[src/rtl/input_cond_pkg.sv]
//------------------------------------------------------------------------------
// input_cond_pkg
//   Shared constants and types for the input conditioner: channel count,
//   reset (inactive) level of every raw input, default debounce length and
//   the packed channel-vector layout used to route the 12 debounce cells.
//   Revision: 1.0  initial release
//------------------------------------------------------------------------------
`default_nettype none

package input_cond_pkg;

  localparam int NUM_SW = 8;
  // sw[7:0] + stop + ctrl + key1 + key2
  localparam int NUM_CH = NUM_SW + 4;

  // Inactive levels loaded into synchronisers and stable registers on reset
  localparam logic STOP_RST = 1'b1;
  localparam logic CTRL_RST = 1'b0;
  localparam logic SW_RST   = 1'b0;
  localparam logic KEY_RST  = 1'b1;

  localparam int DEF_DEBOUNCE_CYCLES = 4;

  // Bit layout of every per-channel vector: sw occupies bits [7:0]
  typedef struct packed {
    logic              key2;
    logic              key1;
    logic              ctrl;
    logic              stop;
    logic [NUM_SW-1:0] sw;
  } chan_vec_t;

  function automatic chan_vec_t rst_levels();
    chan_vec_t v;
    v.key2 = KEY_RST;
    v.key1 = KEY_RST;
    v.ctrl = CTRL_RST;
    v.stop = STOP_RST;
    v.sw   = {NUM_SW{SW_RST}};
    return v;
  endfunction

endpackage

`default_nettype wire

[src/rtl/debounce_cell.sv]
//------------------------------------------------------------------------------
// debounce_cell
//   One input channel: SYNC_STAGES-deep synchroniser followed by a
//   stable-level register that only follows the synchronised input after it
//   has differed from the stable level on DEBOUNCE_CYCLES consecutive edges.
//   Ports:
//     ck   in  system clock, rising edge
//     clr  in  asynchronous active-low reset
//     din  in  raw (asynchronous) input
//     dout out debounced stable level
//     rise out one-cycle strobe, high the cycle dout is newly 1
//     fall out one-cycle strobe, high the cycle dout is newly 0
//   Revision: 1.0  initial release
//------------------------------------------------------------------------------
`default_nettype none

module debounce_cell #(
  parameter int   SYNC_STAGES     = 2,
  parameter int   DEBOUNCE_CYCLES = 4,
  parameter int   CNT_W           = 20,
  parameter logic RST_VAL         = 1'b0
) (
  input  logic ck,
  input  logic clr,
  input  logic din,
  output logic dout,
  output logic rise,
  output logic fall
);

  localparam logic [CNT_W-1:0] c_CNT_MAX = CNT_W'(DEBOUNCE_CYCLES - 1);

  logic [SYNC_STAGES-1:0] r_sync;
  logic                   r_st;
  logic [CNT_W-1:0]       r_cnt;
  logic                   r_rise;
  logic                   r_fall;
  logic                   w_s;

  assign w_s = r_sync[SYNC_STAGES-1];

  // cnt==0 is the idle state; any non-zero count means a candidate new level
  // has been seen on that many consecutive edges. A single matching sample
  // drops back to idle, which is what rejects short glitches.
  always_ff @(posedge ck or negedge clr) begin
    if (!clr) begin
      r_sync <= {SYNC_STAGES{RST_VAL}};
      r_st   <= RST_VAL;
      r_cnt  <= '0;
      r_rise <= 1'b0;
      r_fall <= 1'b0;
    end else begin
      r_sync <= {r_sync[SYNC_STAGES-2:0], din};
      r_rise <= 1'b0;
      r_fall <= 1'b0;
      if (w_s == r_st) begin
        r_cnt <= '0;
      end else if (r_cnt == c_CNT_MAX) begin
        r_st   <= w_s;
        r_cnt  <= '0;
        r_rise <= w_s;
        r_fall <= ~w_s;
      end else begin
        r_cnt <= r_cnt + 1'b1;
      end
    end
  end

  assign dout = r_st;
  assign rise = r_rise;
  assign fall = r_fall;

endmodule

`default_nettype wire

[src/rtl/input_conditioner.sv]
//------------------------------------------------------------------------------
// input_conditioner
//   Synchronises and debounces every raw board input (stop, ctrl, sw[7:0],
//   key1, key2) and produces clean levels, a switch-change strobe and
//   one-cycle press pulses for the two push-buttons.
//   Ports:
//     ck, clr               clock (rising edge), async active-low reset
//     stop, ctrl, sw[7:0]   raw switches
//     key1, key2            raw push-buttons, active-low
//     stop_lvl, ctrl_lvl    debounced switch levels
//     sw_lvl[7:0]           debounced switch levels
//     sw_chg                one-cycle strobe after any sw_lvl change
//     key1/2_press          one-cycle pulse per accepted press
//     key1/2_held           debounced key pressed, active-high
//   Revision: 1.0  initial release
//------------------------------------------------------------------------------
`default_nettype none

module input_conditioner
  import input_cond_pkg::*;
#(
  parameter int SYNC_STAGES     = 2,
  parameter int DEBOUNCE_CYCLES = DEF_DEBOUNCE_CYCLES,
  parameter int CNT_W           = 20
) (
  input  logic              ck,
  input  logic              clr,
  input  logic              stop,
  input  logic              ctrl,
  input  logic [NUM_SW-1:0] sw,
  input  logic              key1,
  input  logic              key2,
  output logic              stop_lvl,
  output logic              ctrl_lvl,
  output logic [NUM_SW-1:0] sw_lvl,
  output logic              sw_chg,
  output logic              key1_press,
  output logic              key2_press,
  output logic              key1_held,
  output logic              key2_held
);

  localparam chan_vec_t c_RST_LVL = rst_levels();

  chan_vec_t         w_raw;
  logic [NUM_CH-1:0] w_lvl_v;
  logic [NUM_CH-1:0] w_rise_v;
  logic [NUM_CH-1:0] w_fall_v;
  chan_vec_t         w_lvl;
  chan_vec_t         w_rise;
  chan_vec_t         w_fall;

  logic r_sw_chg;
  logic r_key1_press;
  logic r_key2_press;

  assign w_raw.key2 = key2;
  assign w_raw.key1 = key1;
  assign w_raw.ctrl = ctrl;
  assign w_raw.stop = stop;
  assign w_raw.sw   = sw;

  for (genvar i = 0; i < NUM_CH; i++) begin : g_ch
    debounce_cell #(
      .SYNC_STAGES     (SYNC_STAGES),
      .DEBOUNCE_CYCLES (DEBOUNCE_CYCLES),
      .CNT_W           (CNT_W),
      .RST_VAL         (c_RST_LVL[i])
    ) u_db (
      .ck   (ck),
      .clr  (clr),
      .din  (w_raw[i]),
      .dout (w_lvl_v[i]),
      .rise (w_rise_v[i]),
      .fall (w_fall_v[i])
    );
  end

  assign w_lvl  = chan_vec_t'(w_lvl_v);
  assign w_rise = chan_vec_t'(w_rise_v);
  assign w_fall = chan_vec_t'(w_fall_v);

  // Keys are active-low, so a press is a fall of the stable level. The cell
  // strobes are already registered; registering again keeps every output a
  // flop and lands the pulse in the cycle after the level change.
  always_ff @(posedge ck or negedge clr) begin
    if (!clr) begin
      r_sw_chg     <= 1'b0;
      r_key1_press <= 1'b0;
      r_key2_press <= 1'b0;
    end else begin
      r_sw_chg     <= |(w_rise.sw | w_fall.sw);
      r_key1_press <= w_fall.key1;
      r_key2_press <= w_fall.key2;
    end
  end

  assign stop_lvl   = w_lvl.stop;
  assign ctrl_lvl   = w_lvl.ctrl;
  assign sw_lvl     = w_lvl.sw;
  assign key1_held  = ~w_lvl.key1;
  assign key2_held  = ~w_lvl.key2;
  assign sw_chg     = r_sw_chg;
  assign key1_press = r_key1_press;
  assign key2_press = r_key2_press;

  // Edge strobes of the non-sw level channels and key releases have no consumer
  logic w_unused;
  assign w_unused = ^{w_rise.stop, w_fall.stop, w_rise.ctrl, w_fall.ctrl,
                      w_rise.key1, w_rise.key2};

endmodule

`default_nettype wire

[config.mk]
export PLATFORM = sky130hd
export DESIGN_NAME = input_conditioner
export DESIGN_NICKNAME = d
export VERILOG_FILES = /design/src/rtl/input_cond_pkg.sv /design/src/rtl/debounce_cell.sv /design/src/rtl/input_conditioner.sv
export SDC_FILE = /design/constraint.sdc
export NUM_CORES = 1
export LEC_CHECK = 0
export CAP_MARGIN = 40
export CORE_ASPECT_RATIO = 0.9
export CORE_MARGIN = 2
export CORE_UTILIZATION = 65
export CTS_BUF_LIST = sky130_fd_sc_hd__clkbuf_4
export CTS_CLUSTER_DIAMETER = 150
export CTS_CLUSTER_SIZE = 28
export DETAILED_ROUTE_END_ITERATION = 10
export PLACE_DENSITY = 0.83
export SYNTH_ARGS = -nofsm -noshare
export SYNTH_HDL_FRONTEND = slang
export SYNTH_SLANG_ARGS = --single-unit
[constraint.sdc]
create_clock -name ck -period 2.13 [get_ports ck]
set_input_delay 0.426 -clock ck [delete_from_list [all_inputs] [get_ports ck]]
set_output_delay 0.426 -clock ck [all_outputs]
set_load 0.05 [all_outputs]
# ---- Yosys cells after proc, flatten, opt, wreduce, memory -nomap -nowiden
# Cells that the tools add are included.
# Widths: inputs -> output; s select.
dict set report totals {
  word_cells 191
  ff_bits 297
  input_bits 14
}
dict set report classes {
  eq_ne 24
  n_bitwise 25
  n_addsub 12
  mux 60
  n_reduce_logical 13
}
# op count
set op_table {}
lappend op_table {{$mux 20} 24}
lappend op_table {{$add 20x1->20 const B} 12}
lappend op_table {{$eq 20x2->1 const B} 12}
lappend op_table {{$mux 1} 36}
lappend op_table {{$not 1->1} 24}
lappend op_table {{$reduce_and 2->1} 12}
lappend op_table {{$eq 1x1->1} 12}
lappend op_table {{$or 8x8->8} 1}
lappend op_table {{$reduce_or 8->1} 1}

# ---- Longest topological paths before layout
# Gate-level depths: netlist (run 1).
dict set report logic_depth {
  word_depth 3
  depth_mapped 6
  depth_no_buf 5
}

# ---- Hierarchy
# A second synthesis (run 1) with hierarchy kept.
dict set report unflattened {
  hier_cells 1410
  area_unflattened_um2 15319.7
}
# module instances cells_each area_each_um2
set modules_own_cells {}
lappend modules_own_cells {{debounce_cell at g_ch[0].u_db ...} 9 116 1261.2}
lappend modules_own_cells {{debounce_cell at g_ch[10].u_db ...} 3 116 1265.0}
lappend modules_own_cells {input_conditioner 1 18 173.9}

# ---- Least setup slack after synthesis (run 1)
# Ideal clock, no wire load.
dict set report synth_timing {
  path_type {register -> register}
  from {register g_ch[3].u_db.r_cnt[0]}
  to {register g_ch[3].u_db.r_cnt[10]}
  slack_ns 0.169
  setup_time_ns 0.122
  t_required_ns 2.008
  arrival_time_ns 1.839
  stages_incl_launch_ff 7
  n_path_buf 1
  synth_period_minus_slack_ns 1.961
  cell_sequence {dfrtp_1 -> ha_1 -> nor4b_1 -> nand4_1 -> o41ai_2 -> buf_2 -> nor2_1}
}
dict set report synth_between {
  elab_chain_cells 3
}
# element line
set synth_rtl {}
lappend synth_rtl {{from (decl)} debounce_cell.sv:35} ;# logic [CNT_W-1:0] r_cnt;
lappend synth_rtl {{from (signal assigned)} debounce_cell.sv:64} ;# r_cnt <= r_cnt + 1'b1;
lappend synth_rtl {{$add 20x1->20 / $eq 20x2->1 (equally long branches)} {debounce_cell.sv:64, debounce_cell.sv:58}}
lappend synth_rtl {{$mux 20 *} debounce_cell.sv:58} ;# end else if (r_cnt == c_CNT_MAX) begin
lappend synth_rtl {{$mux 20 *} debounce_cell.sv:56} ;# if (w_s == r_st) begin
# Every way passes the cells marked *; elsewhere a longest branch is shown, timed or not.
# A chain may end at the register's enable or synchronous reset.

# ---- Final worst setup path (run 1)
dict set report layout_timing {
  from {register r_sw_chg, in the netlist sw_chg}
  to {output port sw_chg}
}
# element line
set layout_rtl {}
lappend layout_rtl {{from (decl)} input_conditioner.sv:53} ;# logic r_sw_chg;
lappend layout_rtl {{from (signal assigned)} input_conditioner.sv:92} ;# r_sw_chg <= |(w_rise.sw | w_fall.sw);
lappend layout_rtl {{to (decl)} input_conditioner.sv:36} ;# output logic sw_chg,
# No word-level cell between the ends.

==> impl_metrics.json, run 1 <==
{
  "place_hpwl_microns": 18700,
  "final_common_cell": "dfrtp_1",
  "cts_buffer_depth": 3,
  "final-setup-viol-count": 0,
  "total_power_mw": 11.68,
  "clk_latency_ns": 0.70,
  "track_usage": 0.2376,
  "drtIter0Drc": 685,
  "vdd_ir_drop_max_v": 0.0009101,
  "critical-path-max-stage-delay_ns": 0.54,
  "post-route-min-period_ns": 2.065,
  "critical-path-top-delay-family": "buffers and inverters",
  "hp-start": "key2",
  "antenna_found_initial": 0,
  "place_ws_ns": 0.1437,
  "finalCritPeriodShare": 0.9696,
  "layout_setup_ws_ns": 0.06482,
  "setup.worst_path.end_class": "output pin",
  "slew_violations": 0,
  "synth-compound-area-share": 0.05452,
  "vias": 10330,
  "power.density_mw_per_mm2": 772.1,
  "seq_area_frac_synth": 0.5283,
  "hold_path_class": "primary input to register",
  "cts_buffers": 14,
  "hold_viol": 0,
  "tns_ns": 0,
  "cts_tree": "done",
  "critPathBufInv": 1,
  "vias_per_cell": 5.971,
  "cts-root-buf": "clkbuf_4",
  "cp.required_ns": 1.70,
  "synth_nets": 1409,
  "gp_congestion": 0.8481,
  "dieHeight_microns": 143.7,
  "avgRoutedWirePerCell_microns": 15.11,
  "num_rows": 51,
  "worstPathArrival_ns": 1.64,
  "p_leak_nw": 6.071,
  "drive_gt1_frac": 0.09798,
  "r2r_start": "g_ch[1].u_db.r_cnt[0]",
  "synthMuxAreaShare": 0.01385,
  "netlist_instances": 1381,
  "crit_fanout": 1,
  "syn_to_final_growth_pct": 7.406,
  "grt_pass1_vias": 10129,
  "drc": 0,
  "yosys_warnings": 0,
  "dr.pass1.iters": 5,
  "critPathLaunchType": "register",
  "grt_overflow_total": 0,
  "grt_pass1_wl_microns": 46390,
  "path_cells": "dlygate4sd2_1",
  "hold_ws_ns": 0.09625,
  "yosys.area_share.adder": 0.01243,
  "syn_area_per_cell_sq_um": 10.20,
  "core_area_sq_mm": 0.02144,
  "path_clk_slew_ns": 0.26,
  "die_w_microns": 159.2,
  "nNetsFinal": 1460,
  "grt_setup_unrepaired": "true",
  "finClkSkew_ns": 0.04841,
  "worst_pin_slew_ns": 0.5926,
  "async_reset_ff_frac": 1.000,
  "cts_max_level": 1,
  "layout_common_cells": "286 x dfrtp_1, 220 x nor2_1, 124 x xnor2_1, 84 x nor4_1, 82 x nand3_1",
  "slew_headroom": 0.6016,
  "wl_microns": 26140,
  "crit_path_start": "sw_chg",
  "antenna_left": 0,
  "io_pins": 29,
  "synth_edf_count": 0,
  "io_buffers": 28,
  "critPathKind": "register to output pin",
  "grt_max_degree": 66,
  "fmax_mhz": 484.2,
  "cap_viol_max_count": 0,
  "netlist_area_sq_mm": 0.01409,
  "start_util": 0.6572,
  "n_antenna_cell": 0,
  "synth_xor_area_frac": 0.1100,
  "dieArea_sq_mm": 0.02287,
  "ys_ff_latch": 297,
  "cts_sinks": 297,
  "status": "completed",
  "synth_simple_gate_area_frac": 0.2534,
  "synth_flop_cell": "dfrtp_1",
  "yosysUniqueCellTypes": 49,
  "cp_slowest_cell": "dlygate4sd2_1",
  "synth_top_family_by_area": "simple AND/OR/NAND/NOR gates"
}
-- cells in the mapped netlist, types with 2 or more instances --
cell type,n,area [sq um]
a211oi_1,8,60.06
a21o_1,14,105.1
a21oi_1,36,180.2
a31o_2,2,17.52
a31oi_1,2,12.51
and3_1,25,156.4
and4_1,15,131.4
buf_2,18,90.09
buf_4,9,67.56
clkbuf_1,18,67.56
dfrtp_1,288,7207
dfstp_2,9,236.5
ha_1,14,175.2
inv_1,42,157.7
mux2_2,12,135.1
mux2i_1,6,60.06
nand2_1,60,225.2
nand3_1,82,410.4
nand4_1,64,400.4
nor2_1,220,825.8
nor3_1,41,205.2
nor3b_1,23,172.7
nor4_1,85,531.8
nor4_2,3,37.54
nor4b_1,13,113.9
o21ai_0,24,120.1
o31ai_1,4,30.03
o41ai_1,2,17.52
o41ai_2,9,146.4
or2_2,2,12.51
or3_1,23,143.9
or3b_2,2,17.52
or4_1,14,105.1
or4_4,2,22.52
xnor2_1,124,1086
xor2_1,53,464.2
-- where the power goes --
part	total, mW	switching [mW]	internal (mW)
clock	2.08	1.60	0.480
combinational	3.02	1.89	1.13
sequential	6.58	0.487	6.09
-- final timing paths --
path | endpoint | slack [ns] | cells past startpoint
max | sw_chg | 0.06 | 1
min | g_ch[11].u_db.r_sync[0] | 0.1 | 1
max reg2reg | g_ch[1].u_db.dout | 0.12 | 5
min reg2reg | g_ch[11].u_db.r_sync[1] | 0.38 | 0
max in group asynchronous | g_ch[10].u_db.r_cnt[8] | 1.15 | 3
min in group asynchronous | g_ch[9].u_db.r_cnt[5] | 0.21 | 2
-- layout make-up --
cell class	instances	area (sq um)
clock inverter	1	16.27
inverter	42	157.7
tap	291	364.1
sequential	297	7446
fill	1602	6307
multi-input combinational	996	6286
timing repair buffer	81	698.2
clock buffer	22	165.2
-- registers in the layout, indices dropped and copies added (netlist names) --
signal            cells
sw_chg                1
key1_press            1
g_ch.u_db.rise        8
key2_press            1
g_ch.u_db.r_sync     24
g_ch.u_db.fall       10
g_ch.u_db.dout       12
g_ch.u_db.r_cnt     240
-- logic make-up (layout without fill, tap and decap cells) --
logic type               after synthesis  after routing
XOR/XNOR                             177            177
flip-flops                           297            297
adder cells (fa/ha/maj)               14             14
AND/OR/NAND/NOR                      679            679
multiplexers                          18             18
buffers and inverters                 88            146
AO/OA/AOI/OAI                        108            108
-- metrics by stage --
stage,utilization,cell area (sq um),std cells
after floorplan,-,14090,1381
after global placement,0.6960,14920,1705
after detailed placement,0.6960,14920,1705
after CTS,0.7045,15110,1729
after global routing,0.7058,15130,1730
final,0.7058,15130,1730
-- routing by layer --
layer  global-route usage  vias up  share of wire
li1                     -     5010              -
met1               0.3357     5100           0.46
met2               0.4030      182           0.48
met3              0.02597       38          0.036
met4              0.05550        0          0.018
met5                    0        -              0
-- repair_timing --
action,CTS,global route
hold endpoints to repair,65,0
buffers inserted,0,1
endpoints found under the setup margin,12,16
pin swaps,0,0
hold buffers,1,0
resized for setup,32,12
No activity file was read; power rests on OpenSTA's default activity.
==> run 2: changes to the inputs <==
--- a/config.mk
+++ b/config.mk
@@ -7,7 +7,7 @@
 export LEC_CHECK = 0
 export CAP_MARGIN = 40
 export CORE_ASPECT_RATIO = 0.9
-export CORE_MARGIN = 2
+export CORE_MARGIN = 5
 export CORE_UTILIZATION = 65
 export CTS_BUF_LIST = sky130_fd_sc_hd__clkbuf_4
 export CTS_CLUSTER_DIAMETER = 150
==> impl_metrics.json, run 2 (same netlist as run 1, synthesis figures left out) <==
{
  "power.density_mw_per_mm2": 771.6,
  "clk_latency_ns": 0.70,
  "drive_gt1_frac": 0.1064,
  "core_area_sq_mm": 0.02150,
  "path_cells": "clkdlybuf4s15_1",
  "crit_path_start": "sw_chg",
  "drtIter0Drc": 606,
  "cts_buffers": 14,
  "antenna_left": 0,
  "wl_microns": 26720,
  "p_sw_mw": 4.014,
  "vias": 10272,
  "layout_common_cells": "286 x dfrtp_1, 220 x nor2_1, 124 x xnor2_1, 84 x nor4_1, 82 x nand3_1",
  "io_buffers": 28,
  "critPathKind": "register to output pin",
  "avgRoutedWirePerCell_microns": 15.35,
  "comb_power_share": 0.262,
  "finalInstanceArea_sq_mm": 0.01526,
  "placed_area_sq_mm": 0.01500,
  "ff2ff_path_depth": 5,
  "post-route-min-period_ns": 2.060,
  "path_clk_slew_ns": 0.27,
  "dieArea_sq_mm": 0.02473,
  "dr.pass1.iters": 5,
  "syn_to_final_growth_pct": 8.312,
  "gp_congestion": 0.8665,
  "grt_max_degree": 60,
  "worstPathArrival_ns": 1.63,
  "num_rows": 51,
  "setup.worst_path.end_class": "output pin",
  "hold_viol": 0,
  "grt_pass1_wl_microns": 46880,
  "grt_overflow_total": 0,
  "whs_path_depth": 1,
  "vdd_ir_drop_max_v": 0.0008085,
  "critical-path-top-delay-family": "buffers and inverters",
  "vias_per_cell": 5.903,
  "nFillCells": 1567,
  "regMostFlops": "g_ch.u_db.r_cnt",
  "r2r_start": "g_ch[3].u_db.r_cnt[0]",
  "total_power_mw": 11.78,
  "slew_headroom": 0.5752,
  "cp.required_ns": 1.70,
  "crit_fanout": 1,
  "p_int_mw": 7.761,
  "pwr-share-clk": 0.178,
  "hp-start": "stop",
  "cts_max_level": 1,
  "cts-root-buf": "clkbuf_4",
  "critPathBufInv": 1,
  "finClkSkew_ns": 0.07042,
  "die_w_microns": 165.2,
  "place_hpwl_microns": 18910,
  "track_usage": 0.2242,
  "cap_viol_max_count": 0,
  "start_util": 0.6552,
  "seqPwrFrac": 0.560,
  "cp.depth": 1,
  "status": "completed",
  "worst_pin_slew_ns": 0.6314,
  "antenna_found_initial": 1,
  "cp_slowest_cell": "clkdlybuf4s15_1",
  "final-setup-viol-count": 0,
  "cts_tree": "done",
  "largest_reg_flops": 240,
  "slew_violations": 0,
  "dieHeight_microns": 149.7,
  "critical-path-max-stage-delay_ns": 0.50,
  "cts_buffer_depth": 3,
  "fmax_mhz": 485.4,
  "nNetsFinal": 1468,
  "drc": 0,
  "swShare": 0.3409,
  "finalCritPeriodShare": 0.9671,
  "p_leak_nw": 6.145,
  "hold_path_class": "primary input to register",
  "critPathLaunchType": "register",
  "grt_pass1_vias": 9917,
  "cts_sinks": 297,
  "r2r_setup_slack_ns": 0.12,
  "io_pins": 29,
  "final_common_cell": "dfrtp_1"
}
[run 2: changes by cell type in the layout (fill, tap and decap cells not counted)]
cell,change
ha_2,-2
clkdlybuf4s15_1,+1
nor4b_1,-3
nor4b_2,+3
clkdlybuf4s18_2,+1
clkbuf_4,+1
ha_1,+2
dlygate4sd2_1,-1
or4_4,+3
buf_12,+2
buf_4,+4
or4_1,-3
diode_2,+1
clkdlybuf4s15_2,+1
[run 2: layout make-up]
class                   instances  area (sq um)  area share
clock buffers                  23         172.7     0.01131
repair buffers                 89         790.8     0.05182
flip-flops and latches        297          7446      0.4879
inverters                      42         157.7     0.01033
diodes                          1         2.502   0.0001640
clock inverters                 1         16.27    0.001066
well taps                     291         364.1     0.02386
multi-input cells             996          6311      0.4135
[run 2: routing by layer]
layer / vias to the layer above / GRT usage / part of all wire
li1: 5029 / - / -
met1: 5081 / 0.3283 / 0.47
met2: 127 / 0.3684 / 0.48
met3: 35 / 0.02644 / 0.027
met4: 0 / 0.04158 / 0.018
met5: - / 0 / 0
[run 2: final timing paths]
path / end
max reg2reg: g_ch[3].u_db.dout
min reg2reg: g_ch[2].u_db.r_sync[1]
max in group asynchronous: g_ch[6].u_db.r_cnt[9]
min: g_ch[8].u_db.r_sync[0]
min in group asynchronous: g_ch[7].u_db.r_cnt[9]
max: sw_chg
[run 2: through the flow]
| step | setup TNS, ns | hold WS, ns | cells | setup WS (ns) | utilization |
|---|---|---|---|---|---|
| 6_report | 0 | 0.1033 | 1740 | 0.07003 | 0.7097 |
| 3_3_place_gp | 0 | 0.3335 | 1711 | 0.1937 | 0.6974 |
| 3_5_place_dp | 0 | 0.3370 | 1711 | 0.1186 | 0.6974 |
| 5_1_grt | -0.009016 | 0.03440 | 1740 | -0.006375 | 0.7097 |
| 4_1_cts | 0 | 0.07153 | 1736 | 0.01164 | 0.7062 |
| 2_1_floorplan | 0 | 0.1304 | 1381 | 0.1689 | - |
[run 2: power groups by stage]
stage	Combinational (mW)	Clock (mW)	Sequential (mW)
finish	3.09	2.10	6.59
global placement	3.02	0	6.63
CTS	3.07	2.18	6.58
floorplan	2.10	0	6.57
global route	3.39	2.39	6.66
detailed placement	3.11	0	6.68
[run 2: timing repair]
item	in CTS	in global routing
gates resized for setup	42	14
endpoints found under the hold margin	111	0
hold buffers	1	0
endpoints found under the setup margin	14	46
setup buffers	0	3
pin swaps	0	1
==> run 3: changes to the inputs <==
--- a/config.mk
+++ b/config.mk
@@ -13,6 +13,7 @@
 export CTS_CLUSTER_DIAMETER = 150
 export CTS_CLUSTER_SIZE = 28
 export DETAILED_ROUTE_END_ITERATION = 10
+export GPL_ROUTABILITY_DRIVEN = 0
 export PLACE_DENSITY = 0.83
 export SYNTH_ARGS = -nofsm -noshare
 export SYNTH_HDL_FRONTEND = slang
==> results of run 3 <==
The final DEF is identical to that of run 2; final timing and power are the same.
